`config.mk`:
```
export PLATFORM = sky130hd
export DESIGN_NAME = uart_tx_drain
export DESIGN_NICKNAME = d
export VERILOG_FILES = /design/src/rtl/uart_tx_drain_pkg.sv /design/src/rtl/uart_tx_drain_baud_cnt.sv /design/src/rtl/uart_tx_drain.sv
export SDC_FILE = /design/constraint.sdc
export NUM_CORES = 1
export LEC_CHECK = 0
export BUFFER_PORTS_ARGS = -buffer_cell sky130_fd_sc_hd__buf_2
export CAP_MARGIN = 20
export CORE_ASPECT_RATIO = 0.7
export CORE_UTILIZATION = 52
export DETAILED_ROUTE_END_ITERATION = 8
export GPL_TIMING_DRIVEN = 0
export MAX_ROUTING_LAYER = met4
export PLACE_DENSITY = 0.77
export SYNTH_ARGS = -nofsm -noshare
export SYNTH_HDL_FRONTEND = slang
export SYNTH_SLANG_ARGS = --single-unit
```
`constraint.sdc`:
```
create_clock -name clk -period 1.89 [get_ports clk]
set_input_delay 0.0945 -clock clk [delete_from_list [all_inputs] [get_ports clk]]
set_output_delay 0.0945 -clock clk [all_outputs]
set_load 0.02 [all_outputs]
```
`src/rtl/uart_tx_drain_pkg.sv`:
```
// Shared definitions for the FIFO-drained UART transmitter: FSM encoding,
// parity mode constants and a frame-length helper.
package uart_defs;

  localparam logic [2:0] S_IDLE   = 3'd0;
  localparam logic [2:0] S_FETCH  = 3'd1;
  localparam logic [2:0] S_START  = 3'd2;
  localparam logic [2:0] S_DATA   = 3'd3;
  localparam logic [2:0] S_PARITY = 3'd4;
  localparam logic [2:0] S_STOP   = 3'd5;

  typedef enum logic [2:0] {
    ST_IDLE   = S_IDLE,
    ST_FETCH  = S_FETCH,
    ST_START  = S_START,
    ST_DATA   = S_DATA,
    ST_PARITY = S_PARITY,
    ST_STOP   = S_STOP
  } state_t;

  localparam int PAR_EVEN = 0;
  localparam int PAR_ODD  = 1;

  // Bit periods in one frame: start + data + optional parity + stop(s).
  function automatic int frame_len(input int dw, input int pe, input int sb);
    return 1 + dw + pe + sb;
  endfunction

endpackage

```
`src/rtl/uart_tx_drain_baud_cnt.sv`:
```
// Bit-period counter: latches the divisor on load, then counts it down and
// pulses bit_tick in the last cycle of every bit period while running.
module uart_baud_cnt #(
  parameter int DIV_WIDTH = 16
) (
  input  logic                 clk,
  input  logic                 rst_n,
  input  logic                 load,
  input  logic                 run,
  input  logic [DIV_WIDTH-1:0] div,
  output logic                 bit_tick
);

  logic [DIV_WIDTH-1:0] div_q;
  logic [DIV_WIDTH-1:0] cnt;

  always_ff @(posedge clk) begin
    if (!rst_n) begin
      div_q <= '0;
      cnt   <= '0;
    end else if (load) begin
      div_q <= div;
      cnt   <= div;
    end else if (run) begin
      cnt <= (cnt == '0) ? div_q : cnt - 1'b1;
    end
  end

  assign bit_tick = run & (cnt == '0);

endmodule

```
`src/rtl/uart_tx_drain.sv`:
```
// UART transmitter that pops bytes from the TX FIFO and serialises them as
// start / data (LSB first) / optional parity / stop on a registered txd.
module uart_tx_drain
  import uart_defs::*;
#(
  parameter int DATA_WIDTH = 8,
  parameter int DIV_WIDTH  = 16,
  parameter int PARITY_EN  = 0,
  parameter int PARITY_ODD = 0,
  parameter int STOP_BITS  = 1
) (
  input  logic                  clk,
  input  logic                  rst_n,
  input  logic [DIV_WIDTH-1:0]  baud_div,
  input  logic                  tx_en,
  input  logic                  fifo_empty,
  input  logic [DATA_WIDTH-1:0] fifo_rdata,
  output logic                  fifo_rd_en,
  output logic                  txd,
  output logic                  busy,
  output logic                  tx_done
);

  localparam int BW = (DATA_WIDTH > 1) ? $clog2(DATA_WIDTH) : 1;
  localparam logic [BW-1:0] LAST_BIT = BW'(DATA_WIDTH - 1);

  state_t                state;
  logic [DATA_WIDTH-1:0] shreg;
  logic [BW-1:0]         bit_cnt;
  logic                  stop_cnt;
  logic                  par;
  logic                  bit_tick;
  logic                  run;
  logic                  last_stop;

  assign run       = (state != ST_IDLE) && (state != ST_FETCH);
  assign last_stop = (STOP_BITS == 1) | stop_cnt;
  // Gated by rst_n so a held reset never swallows a byte from the FIFO.
  assign fifo_rd_en = rst_n & (state == ST_IDLE) & tx_en & ~fifo_empty;
  assign busy       = (state != ST_IDLE);
  assign tx_done    = (state == ST_STOP) & bit_tick & last_stop;

  uart_baud_cnt #(.DIV_WIDTH(DIV_WIDTH)) u_baud (
    .clk      (clk),
    .rst_n    (rst_n),
    .load     (state == ST_FETCH),
    .run      (run),
    .div      (baud_div),
    .bit_tick (bit_tick)
  );

  // txd is loaded with the next bit's level on the boundary that enters it.
  always_ff @(posedge clk) begin
    if (!rst_n) begin
      state    <= ST_IDLE;
      txd      <= 1'b1;
      shreg    <= '0;
      bit_cnt  <= '0;
      stop_cnt <= 1'b0;
      par      <= 1'b0;
    end else begin
      case (state)
        ST_IDLE: if (fifo_rd_en) state <= ST_FETCH;
        ST_FETCH: begin
          shreg    <= fifo_rdata;
          par      <= (^fifo_rdata) ^ (PARITY_ODD != 0);
          bit_cnt  <= '0;
          stop_cnt <= 1'b0;
          txd      <= 1'b0;
          state    <= ST_START;
        end
        ST_START: if (bit_tick) begin
          txd   <= shreg[0];
          shreg <= shreg >> 1;
          state <= ST_DATA;
        end
        ST_DATA: if (bit_tick) begin
          if (bit_cnt == LAST_BIT) begin
            if (PARITY_EN != 0) begin
              txd   <= par;
              state <= ST_PARITY;
            end else begin
              txd   <= 1'b1;
              state <= ST_STOP;
            end
          end else begin
            txd     <= shreg[0];
            shreg   <= shreg >> 1;
            bit_cnt <= bit_cnt + 1'b1;
          end
        end
        ST_PARITY: if (bit_tick) begin
          txd   <= 1'b1;
          state <= ST_STOP;
        end
        ST_STOP: if (bit_tick) begin
          if (last_stop) state <= ST_IDLE;
          else           stop_cnt <= 1'b1;
        end
        default: state <= ST_IDLE;
      endcase
    end
  end

endmodule

```
==> reports/metrics.csv, run 1 <==
stage,metric,value,unit
run,cap_violations,0,
synthesis,synth-simple-area-share,0.2536,
power_and_ir_drop,sw_frac_of_total,0.4098,
synthesis,synth_compound_area_frac,0.2388,
worst_setup_path,worstSetupPathType,flop to output port,
timing,layout_min_cycle_time,2.049,ns
floorplanning,rows,21,
clocking,clock_sinks,47,
power_and_ir_drop,ir_worst_vdd,0.6951,mV
timing,slew_headroom,0.5933,
global_route,overflow,0,
power_and_ir_drop,p_int,2246,uW
finish,stdcell_area,0.003293,mm2
detailed_routing,avgViaCountPerCell,6.322,
synthesis,yosys.cell_types.count,55,
worst_setup_path,start_kind,flop,
power_and_ir_drop,p_clk_frac,0.176,
synthesis,ys.flop_type,dfxtp_1,
finish,final_nets,413,
synthesis,yosysWarningCount,0,
synthesis,synthArstFlopShare,0,
worst_setup_path,end_kind,output port,
worst_setup_path,cp_slowest_cell,or4_4,
timing,post-route-period-util,1.084,
placed_design,placed_cell_area,0.002945,mm2
clocking,clkTransAtPathRegs,0.09,ns
synthesis,synthAdderAreaFrac,0.01854,
finish,final_common_cell,nand2_1,
detailed_routing,drt-pass1-iter-count,5,
finish,num-fill-cells,432,
worst_setup_path,cp_max_fo,3,
worst_setup_path,cp_num_buf_inv,1,
floorplanning,start_util,0.5522,
worst_hold_path,hp-class,input pin to flop,
floorplanning,io_pins,32,
placed_design,gp_congestion,0.9427,
floorplanning,fp.dieW,88.11,um
floorplanning,die_h,62.28,um
timing,skew,0.008049,ns
timing,worstMarginPinSlew,0.6100,ns
timing,setup_viol,9,
power_and_ir_drop,power_per_cell_area,1156,mW/mm2
worst_setup_path,max_stage_delay,0.58,ns
detailed_routing,vias,2851,
status,violations,negative setup slack,
clocking,cts_buffers,5,
synthesis,synth_edf_count,0,
global_route,grt_antenna_before_repair,0,
synthesis,synth-seq-area-share,0.3486,
power_and_ir_drop,leakagePower,0.001329,uW
clocking,clk_path_buf_depth,2,
global_route,grt_max_degree,16,
detailed_routing,drc,0,
detailed_routing,drtAntennaViolNets,0,
timing,slew_violations,0,
synthesis,synthCells,334,
timing,worst_slack,-0.1588,ns
detailed_routing,drtIter0Drc,267,
detailed_routing,routedWlPerCell,17.95,um
synthesis,syn_area_per_cell,8.080,um2
worst_setup_path,path_delay_family,simple AND/OR/NAND/NOR gates,
clocking,root_buffer,clkbuf_8,
global_route,grt_pass1_wl,13250,um
clocking,cts_tree,yes,
placed_design,port_buffers,30,
worst_setup_path,cp_cell_sequence,"or4_4, nor4_4, and4b_1, buf_6",
timing,final-hold-violation-count,0,
finish,drive_gt1_frac,0.2853,
synthesis,synthMuxAreaShare,0.07974,
status,status,finished with violations,
floorplanning,coreArea,0.004887,mm2
detailed_routing,totalWireLength,8094,um
floorplanning,fp.dieArea,0.005487,mm2
synthesis,ys_ff_latch,47,
placed_design,dpl.hpwl,5606,um
power_and_ir_drop,report.power.total,3806,uW
clocking,insertion_delay,0.31,ns
global_route,grt_pass1_vias,2638,
clocking,ctsHtreeMaxLevel,2,
synthesis,synth_top_family_by_area,simple AND/OR/NAND/NOR gates,
synthesis,syn-num-nets,366,
worst_setup_path,cp.required,1.80,ns
power_and_ir_drop,switchingPower,1559,uW
global_route,grt_util_all_layers,0.3249,
power_and_ir_drop,combPwrFrac,0.497,
finish,diodes,0,
synthesis,syn_area,0.002699,mm2
finish,areaGrowthSynthToFinish,22.02,%
synthesis,synthXorXnorAreaFrac,0,
timing,max_freq,488.1,MHz
timing,grt_setup_unrepaired,yes,
power_and_ir_drop,pwr-share-seq,0.327,
finish,layout_common_cells,"53 x nand2_1, 38 x dfxtp_1, 32 x buf_2",
worst_setup_path,crit_arrival,1.95,ns
final timing paths:
path | from | to | slack, ns | cells past startpoint
max | u_baud.cnt[8] | tx_done | -0.16 | 4
min | baud_div[1] | u_baud.div_q[1] | 0.03 | 3
max reg2reg | u_baud.cnt[4] | shreg[7] | -0.15 | 6
min reg2reg | u_baud.div_q[6] | u_baud.div_q[6] | 0.46 | 2
Yosys cell counts (6+ instances only):
cell type / count / area share
a21oi_1: 25 / 0.046
inv_1: 6 / 0.0083
nand2_1: 53 / 0.074
clkbuf_1: 27 / 0.038
mux2i_1: 17 / 0.063
nor3_1: 16 / 0.030
dfxtp_1: 47 / 0.35
nor2_1: 12 / 0.017
o21ai_0: 10 / 0.019
a211oi_1: 20 / 0.056
nor4_1: 8 / 0.019
o22ai_1: 7 / 0.016
layout make-up:
class / instances / area [um2] / share of cell area
buffer: 26 / 133.9 / 0.04065
clock buffer: 6 / 82.58 / 0.02508
clock inverter: 2 / 16.27 / 0.004939
inverter: 6 / 22.52 / 0.006839
multi-input combinational: 249 / 1712 / 0.5198
sequential: 47 / 959.7 / 0.2914
tap: 69 / 86.33 / 0.02622
timing repair buffer: 46 / 280.3 / 0.08511
power groups by stage:
stage,registers (uW),clock network (uW),logic [uW]
floorplan,1220,0,1150
global placement,1240,0,1510
detailed placement,1250,0,1530
CTS,1240,666,1770
global route,1260,710,2030
finish,1250,668,1890
registers in the layout, indices dropped and copies added (netlist names):
| name | cells |
|---|---|
| bit_cnt | 3 |
| shreg | 8 |
| state | 3 |
| txd | 1 |
| u_baud.cnt | 16 |
| u_baud.div_q | 16 |
what timing repair did:
item	in CTS	in global routing
pin swaps	4	1
endpoints found under the hold margin	0	0
setup endpoints to repair	49	42
gates resized for setup	40	21
hold buffers	0	0
setup buffers	15	1
worst register-to-register path, cell delays in order, from the launching register on:
cell and delay, ns:
dfxtp_4 0.37, buf_4 0.14, nor4_4 0.39, nand4_1 0.23
clkbuf_4 0.28, a2111oi_1 0.43, nor3_1 0.08
cells by family (layout without fill, tap and decap cells):
family / Yosys count / after routing
AO/OA/AOI/OAI: 96 / 96
AND/OR/NAND/NOR: 128 / 128
flip-flops: 47 / 47
multiplexers: 21 / 21
buffers and inverters: 38 / 86
adder cells (fa/ha/maj): 4 / 4
routing by layer:
layer  part of all wire  track usage  wire length, um  vias up
met1               0.48       0.4666             3862     1378
met5                  0            -                0        -
li1                   -            -                -     1345
met4             0.0080      0.06855               65        0
met2               0.44       0.4748             3545      117
met3              0.077      0.05984              621       11
through the flow:
step / setup TNS [ns] / setup WS, ns / utilization / hold slack, ns / std cells
after floorplan: 0 / 0.007908 / - / 0.2305 / 334
after global placement: -11.86 / -0.5413 / 0.6027 / 0.3461 / 433
after detailed placement: -11.54 / -0.5286 / 0.6027 / 0.3531 / 433
after CTS: -0.8246 / -0.1423 / 0.6610 / 0.03368 / 451
after global routing: -1.607 / -0.2082 / 0.6738 / 0.03612 / 451
final: -0.7906 / -0.1588 / 0.6738 / 0.02862 / 451
Note: power is estimated with default switching activity, not from simulation.
==> run 2, diff against run 1 <==
- GPL_TIMING_DRIVEN: 0 -> 1
- SETUP_SLACK_MARGIN: not set -> 0.05
==> run 2 against run 1 <==
The flow still finishes with violations (negative setup slack); worst hold slack worse by 0.0017 ns; global-route usage is 1.5 points lower; combinational power is 56% higher; flip-flop and latch count unchanged; routed wire length rose by 14%; largest power group unchanged.
==> reports/metrics.csv, run 2 (same netlist as run 1, synthesis figures left out) <==
stage,metric,value,unit
status,status,finished with violations,
status,violations,negative setup slack,
global_route,overflow,0,
worst_setup_path,worstSetupPathType,flop to flop,
floorplanning,io_pins,32,
detailed_routing,totalWireLength,9232,um
worst_setup_path,r2r_slack,-0.19,ns
global_route,grt_max_degree,28,
worst_setup_path,r2r_end,txd,
timing,worstMarginPinSlew,0.5622,ns
detailed_routing,drt-pass1-iter-count,5,
clocking,cts_tree,yes,
clocking,hold_buffers,0,
worst_setup_path,cp.required,2.07,ns
power_and_ir_drop,p_int,3038,uW
clocking,insertion_delay,0.31,ns
worst_hold_path,min_to,u_baud.div_q[1],
finish,num-fill-cells,332,
finish,diodes,0,
placed_design,port_buffers,31,
worst_hold_path,hold_start,baud_div[1],
floorplanning,die_h,62.28,um
global_route,grt_pass1_wl,12850,um
floorplanning,start_util,0.5522,
power_and_ir_drop,p_clk_frac,0.157,
timing,slew_headroom,0.6252,
placed_design,gp_congestion,0.9114,
power_and_ir_drop,switchingPower,1945,uW
timing,slew_violations,0,
worst_setup_path,reg2reg_from,u_baud.cnt[7],
power_and_ir_drop,sw_frac_of_total,0.3903,
clocking,clk_path_buf_depth,2,
floorplanning,rows,21,
finish,largestRegisters,"u_baud.cnt (16), u_baud.div_q (16), shreg (8)",
timing,skew,0.01295,ns
worst_setup_path,start_kind,flop,
detailed_routing,vias,3031,
global_route,grt_pass1_vias,2688,
finish,post-route-util,0.7880,
clocking,ctsHtreeMaxLevel,2,
finish,drive_gt1_frac,0.4177,
power_and_ir_drop,combPwrFrac,0.591,
timing,max_freq,479.7,MHz
power_and_ir_drop,pwr-share-seq,0.252,
timing,setup_viol,31,
detailed_routing,routedWlPerCell,19.39,um
worst_setup_path,crit_arrival,2.26,ns
global_route,grt_util_all_layers,0.3102,
clocking,clkTransAtPathRegs,0.10,ns
worst_hold_path,min_path_cells,3,
power_and_ir_drop,power_per_cell_area,1294,mW/mm2
worst_hold_path,hp-class,input pin to flop,
clocking,root_buffer,clkbuf_8,
worst_setup_path,ff2ff_path_depth,8,
finish,areaGrowthSynthToFinish,42.70,%
power_and_ir_drop,leakagePower,0.001570,uW
clocking,cts_buffers,5,
power_and_ir_drop,ir_worst_vdd,0.7669,mV
global_route,grt_antenna_before_repair,0,
timing,worst_slack,-0.1945,ns
detailed_routing,drc,0,
detailed_routing,drtAntennaViolNets,0,
floorplanning,fp.dieArea,0.005487,mm2
timing,hold_slack,0.02694,ns
floorplanning,fp.dieW,88.11,um
finish,layout_common_cells,"52 x nand2_1, 48 x buf_4, 39 x dfxtp_1",
run,cap_violations,0,
detailed_routing,drtIter0Drc,285,
finish,final_nets,438,
timing,post-route-period-util,1.103,
worst_setup_path,cp_max_fo,6,
clocking,clock_sinks,47,
worst_setup_path,end_kind,flop,
placed_design,dpl.hpwl,5494,um
detailed_routing,avgViaCountPerCell,6.368,
timing,layout_min_cycle_time,2.085,ns
floorplanning,coreArea,0.004887,mm2
finish,final_common_cell,nand2_1,
timing,final-hold-violation-count,0,
timing,grt_setup_unrepaired,yes,
[run 2: changes by cell type in the layout (fill, tap and decap cells not counted), sizes merged]
cell | before | now
clkbuf | 26 | 7
clkinvlp | 1 | 0
buf | 52 | 95
inv | 6 | 7
bufinv | 0 | 1
[run 2: worst max-delay path by stage]
stage / start / end / slack [ns] / cells after the start
5_1_grt: u_baud.cnt[7] / txd / -0.23 / 8
2_1_floorplan: u_baud.cnt[0] / u_baud.cnt[12] / 0.008 / 6
3_5_place_dp: u_baud.cnt[0] / u_baud.cnt[12] / -0.04 / 6
4_1_cts: u_baud.cnt[8] / tx_done / -0.08 / 4
3_3_place_gp: u_baud.cnt[9] / u_baud.cnt[8] / -0.007 / 5
6_report: u_baud.cnt[7] / txd / -0.19 / 8
[run 2: power by group through the flow]
stage	clock (uW)	combinational, uW	sequential (uW)
3_3_place_gp	0	1750	1240
3_5_place_dp	0	1790	1250
5_1_grt	829	3080	1260
4_1_cts	778	2000	1230
2_1_floorplan	0	1170	1220
6_report	784	2950	1250
[run 2: worst max-delay path, cell delays in order (launching register included)]
cell	delay, ns
dfxtp_4	0.36
buf_6	0.13
nor4_4	0.47
nand4_1	0.22
buf_4	0.21
buf_6	0.13
buf_12	0.13
o211ai_1	0.18
o211ai_1	0.13
[run 2: metal layers]
layer	routed length [um]	track usage	up-vias
met5	0	-	-
met4	329	0.08266	0
met3	606	0.05319	39
met2	4359	0.4758	127
met1	3937	0.4217	1470
li1	-	-	1395
[run 2: final cells by class]
| cell class | instances | area [um2] | share of cell area |
|---|---|---|---|
| clock buffers | 5 | 68.82 | 0.01787 |
| clock inverters | 3 | 47.55 | 0.01235 |
| inverters | 6 | 25.02 | 0.006498 |
| multi-input cells | 249 | 1886 | 0.4896 |
| flip-flops and latches | 47 | 955.9 | 0.2482 |
| well taps | 69 | 86.33 | 0.02242 |
| repair buffers | 97 | 782.0 | 0.2031 |
[run 2: timing repair]
action	in CTS	in global routing
buffers inserted	7	14
resized for setup	21	66
cloned	0	2
endpoints found under the setup margin	9	30
pin swaps	6	28
[run 2: through the flow]
stage / setup TNS [ns] / cells / setup WS (ns) / total power, uW / cell area [um2]
6_report: -2.951 / 476 / -0.1945 / 4983 / 3851
5_1_grt: -3.752 / 476 / -0.2313 / 5175 / 3851
4_1_cts: -0.2296 / 463 / -0.07733 / 4012 / 3421
3_5_place_dp: -0.04321 / 448 / -0.03825 / 3041 / 3181
3_3_place_gp: -0.007037 / 448 / -0.007037 / 2990 / 3181
2_1_floorplan: 0 / 334 / 0.007908 / 2388 / 2714
==> run 3, diff against run 2 <==
- SETUP_SLACK_MARGIN: 0.05 -> not set
==> run 3 against run 2 <==
The flow still finishes with violations (negative setup slack); critical path type unchanged; highest routed layer unchanged; worst setup slack gained 0.043 ns; via count down 7.2%; global-route usage grew 0.10 points; clock power is 10% higher; register-to-register slack better by 0.04 ns; maximum frequency up 2.1%; critical path depth shrank 2; critical endpoint is now u_baud.cnt[12]; power shrank 14%; design area shrank 9.4%; sequential power barely moved.
==> reports/metrics.csv, run 3 (same netlist as run 1, synthesis figures left out) <==
stage,metric,value,unit
status,status,finished with violations,
status,violations,negative setup slack,
worst_setup_path,end_kind,flop,
finish,layout_common_cells,"53 x nand2_1, 51 x buf_4, 41 x dfxtp_1",
clocking,clock_sinks,47,
placed_design,dpl.cell_count,448,
finish,final_common_cell,nand2_1,
detailed_routing,totalWireLength,7811,um
floorplanning,start_util,0.5522,
timing,max_freq,489.8,MHz
timing,layout_min_cycle_time,2.042,ns
worst_setup_path,path_delay_family,simple AND/OR/NAND/NOR gates,
finish,multi_input_area,0.001689,mm2
global_route,grt_pass1_wl,12930,um
detailed_routing,drtAntennaViolNets,0,
global_route,grt_util_all_layers,0.3112,
clocking,clk_path_buf_depth,2,
clocking,cts_tree,yes,
finish,drive_gt1_frac,0.3207,
worst_setup_path,max_stage_delay,0.49,ns
clocking,root_buffer,clkbuf_8,
timing,hold_slack,0.03487,ns
global_route,grt_antenna_before_repair,0,
finish,largestRegisters,"u_baud.cnt (16), u_baud.div_q (16), shreg (8)",
detailed_routing,drc,0,
floorplanning,fp.dieArea,0.005487,mm2
placed_design,port_buffers,31,
clocking,insertion_delay,0.30,ns
clocking,clkTransAtPathRegs,0.09,ns
placed_design,gp_congestion,0.9389,
power_and_ir_drop,power_per_cell_area,1231,mW/mm2
finish,seq_area,950.9,um2
finish,fin_cells,465,
timing,slew_headroom,0.6364,
detailed_routing,drtIter0Drc,330,
power_and_ir_drop,leakagePower,0.001453,uW
worst_setup_path,start_kind,flop,
power_and_ir_drop,ir_worst_vdd,1.109,mV
finish,diodes,0,
finish,areaGrowthSynthToFinish,29.25,%
floorplanning,rows,21,
clocking,ctsHtreeMaxLevel,2,
finish,num-fill-cells,373,
detailed_routing,drt-pass1-iter-count,5,
floorplanning,io_pins,32,
detailed_routing,vias,2814,
worst_setup_path,path_depth,6,
worst_setup_path,ff2ff_path_depth,6,
timing,setup_viol,3,
worst_setup_path,cp_slowest_cell,or4b_4,
worst_setup_path,worstSetupPathType,flop to flop,
power_and_ir_drop,report.power.total,4295,uW
worst_setup_path,cp_max_fo,3,
global_route,overflow,0,
worst_setup_path,cp_num_buf_inv,1,
timing,skew,0.007955,ns
global_route,grt_max_degree,19,
placed_design,post-place-ws,-0.05113,ns
run,cap_violations,0,
clocking,cts_buffers,5,
floorplanning,die_h,62.28,um
timing,grt_setup_unrepaired,yes,
timing,fin_setup_tns,-0.2485,ns
placed_design,dpl.hpwl,5292,um
floorplanning,fp.dieW,88.11,um
detailed_routing,avgViaCountPerCell,6.052,
timing,final-hold-violation-count,0,
global_route,grt_pass1_vias,2569,
floorplanning,coreArea,0.004887,mm2
finish,final_nets,427,
worst_hold_path,min_path_cells,3,
timing,post-route-period-util,1.080,
worst_setup_path,cp_cell_sequence,"inv_2, ha_4, or4b_4, or4b_1, a211o_1, a31oi_1",
timing,worst_slack,-0.1518,ns
worst_setup_path,cp.required,2.11,ns
detailed_routing,routedWlPerCell,16.80,um
timing,slew_violations,0,
timing,worstMarginPinSlew,0.5454,ns
worst_setup_path,crit_arrival,2.26,ns
worst_hold_path,hp-class,input pin to flop,
[run 3: cell count changes in the layout (fill, tap and decap cells not counted), moves of 3 or more]
cell	previous run	this run
buf_6	13	3
a211oi_1	14	20
a211oi_2	6	0
nor3_1	10	15
nor3_2	6	1
buf_4	48	51
[run 3: worst paths after layout]
kind	start	endpoint	slack (ns)
worst max-delay path	u_baud.cnt[1]	u_baud.cnt[12]	-0.15
worst min-delay path	baud_div[1]	u_baud.div_q[1]	0.03
worst max register to register	u_baud.cnt[1]	u_baud.cnt[12]	-0.15
worst min register to register	u_baud.div_q[8]	u_baud.div_q[8]	0.46
[run 3: worst reg2reg max path, stage by stage (launching register included)]
cell and delay [ns]:
dfxtp_2 0.33, inv_2 0.07, ha_4 0.12, or4b_4 0.49, or4b_1 0.48, a211o_1 0.28, a31oi_1 0.18
[run 3: metrics by stage]
| stage | utilization | instance area, um2 |
|---|---|---|
| final | 0.7138 | 3488 |
| after global routing | 0.7138 | 3488 |
| after CTS | 0.6984 | 3413 |
| after detailed placement | 0.6508 | 3181 |
| after global placement | 0.6508 | 3181 |
| after floorplan | - | 2709 |
[run 3: area by class of cell]
cell class,instances,area share
clock buffers,6,0.02080
clock inverters,2,0.01722
inverters,6,0.006456
multi-input cells,249,0.4842
flip-flops and latches,47,0.2726
well taps,69,0.02475
repair buffers,86,0.1740
[run 3: power breakdown]
part	total, uW	leakage, uW	internal (uW)	switching (uW)
combinational	2200	0.00100	1090	1110
sequential	1230	0.000386	1120	112
clock	865	0.0000654	529	336
[run 3: what timing repair did]
item                                    in CTS  in global routing
buffers inserted                             5                  4
pin swaps                                    7                  8
hold buffers                                 0                  0
gates resized for setup                     17                 12
gates cloned                                 0                  0
endpoints found under the setup margin       7                 26
[run 3: per-layer routing]
metal	GRT usage	share of wire	up-vias
met1	0.4536	0.48	1309
li1	-	-	1371
met2	0.4477	0.44	126
met5	-	0	-
met4	0.07863	0.0096	0
met3	0.04920	0.067	8
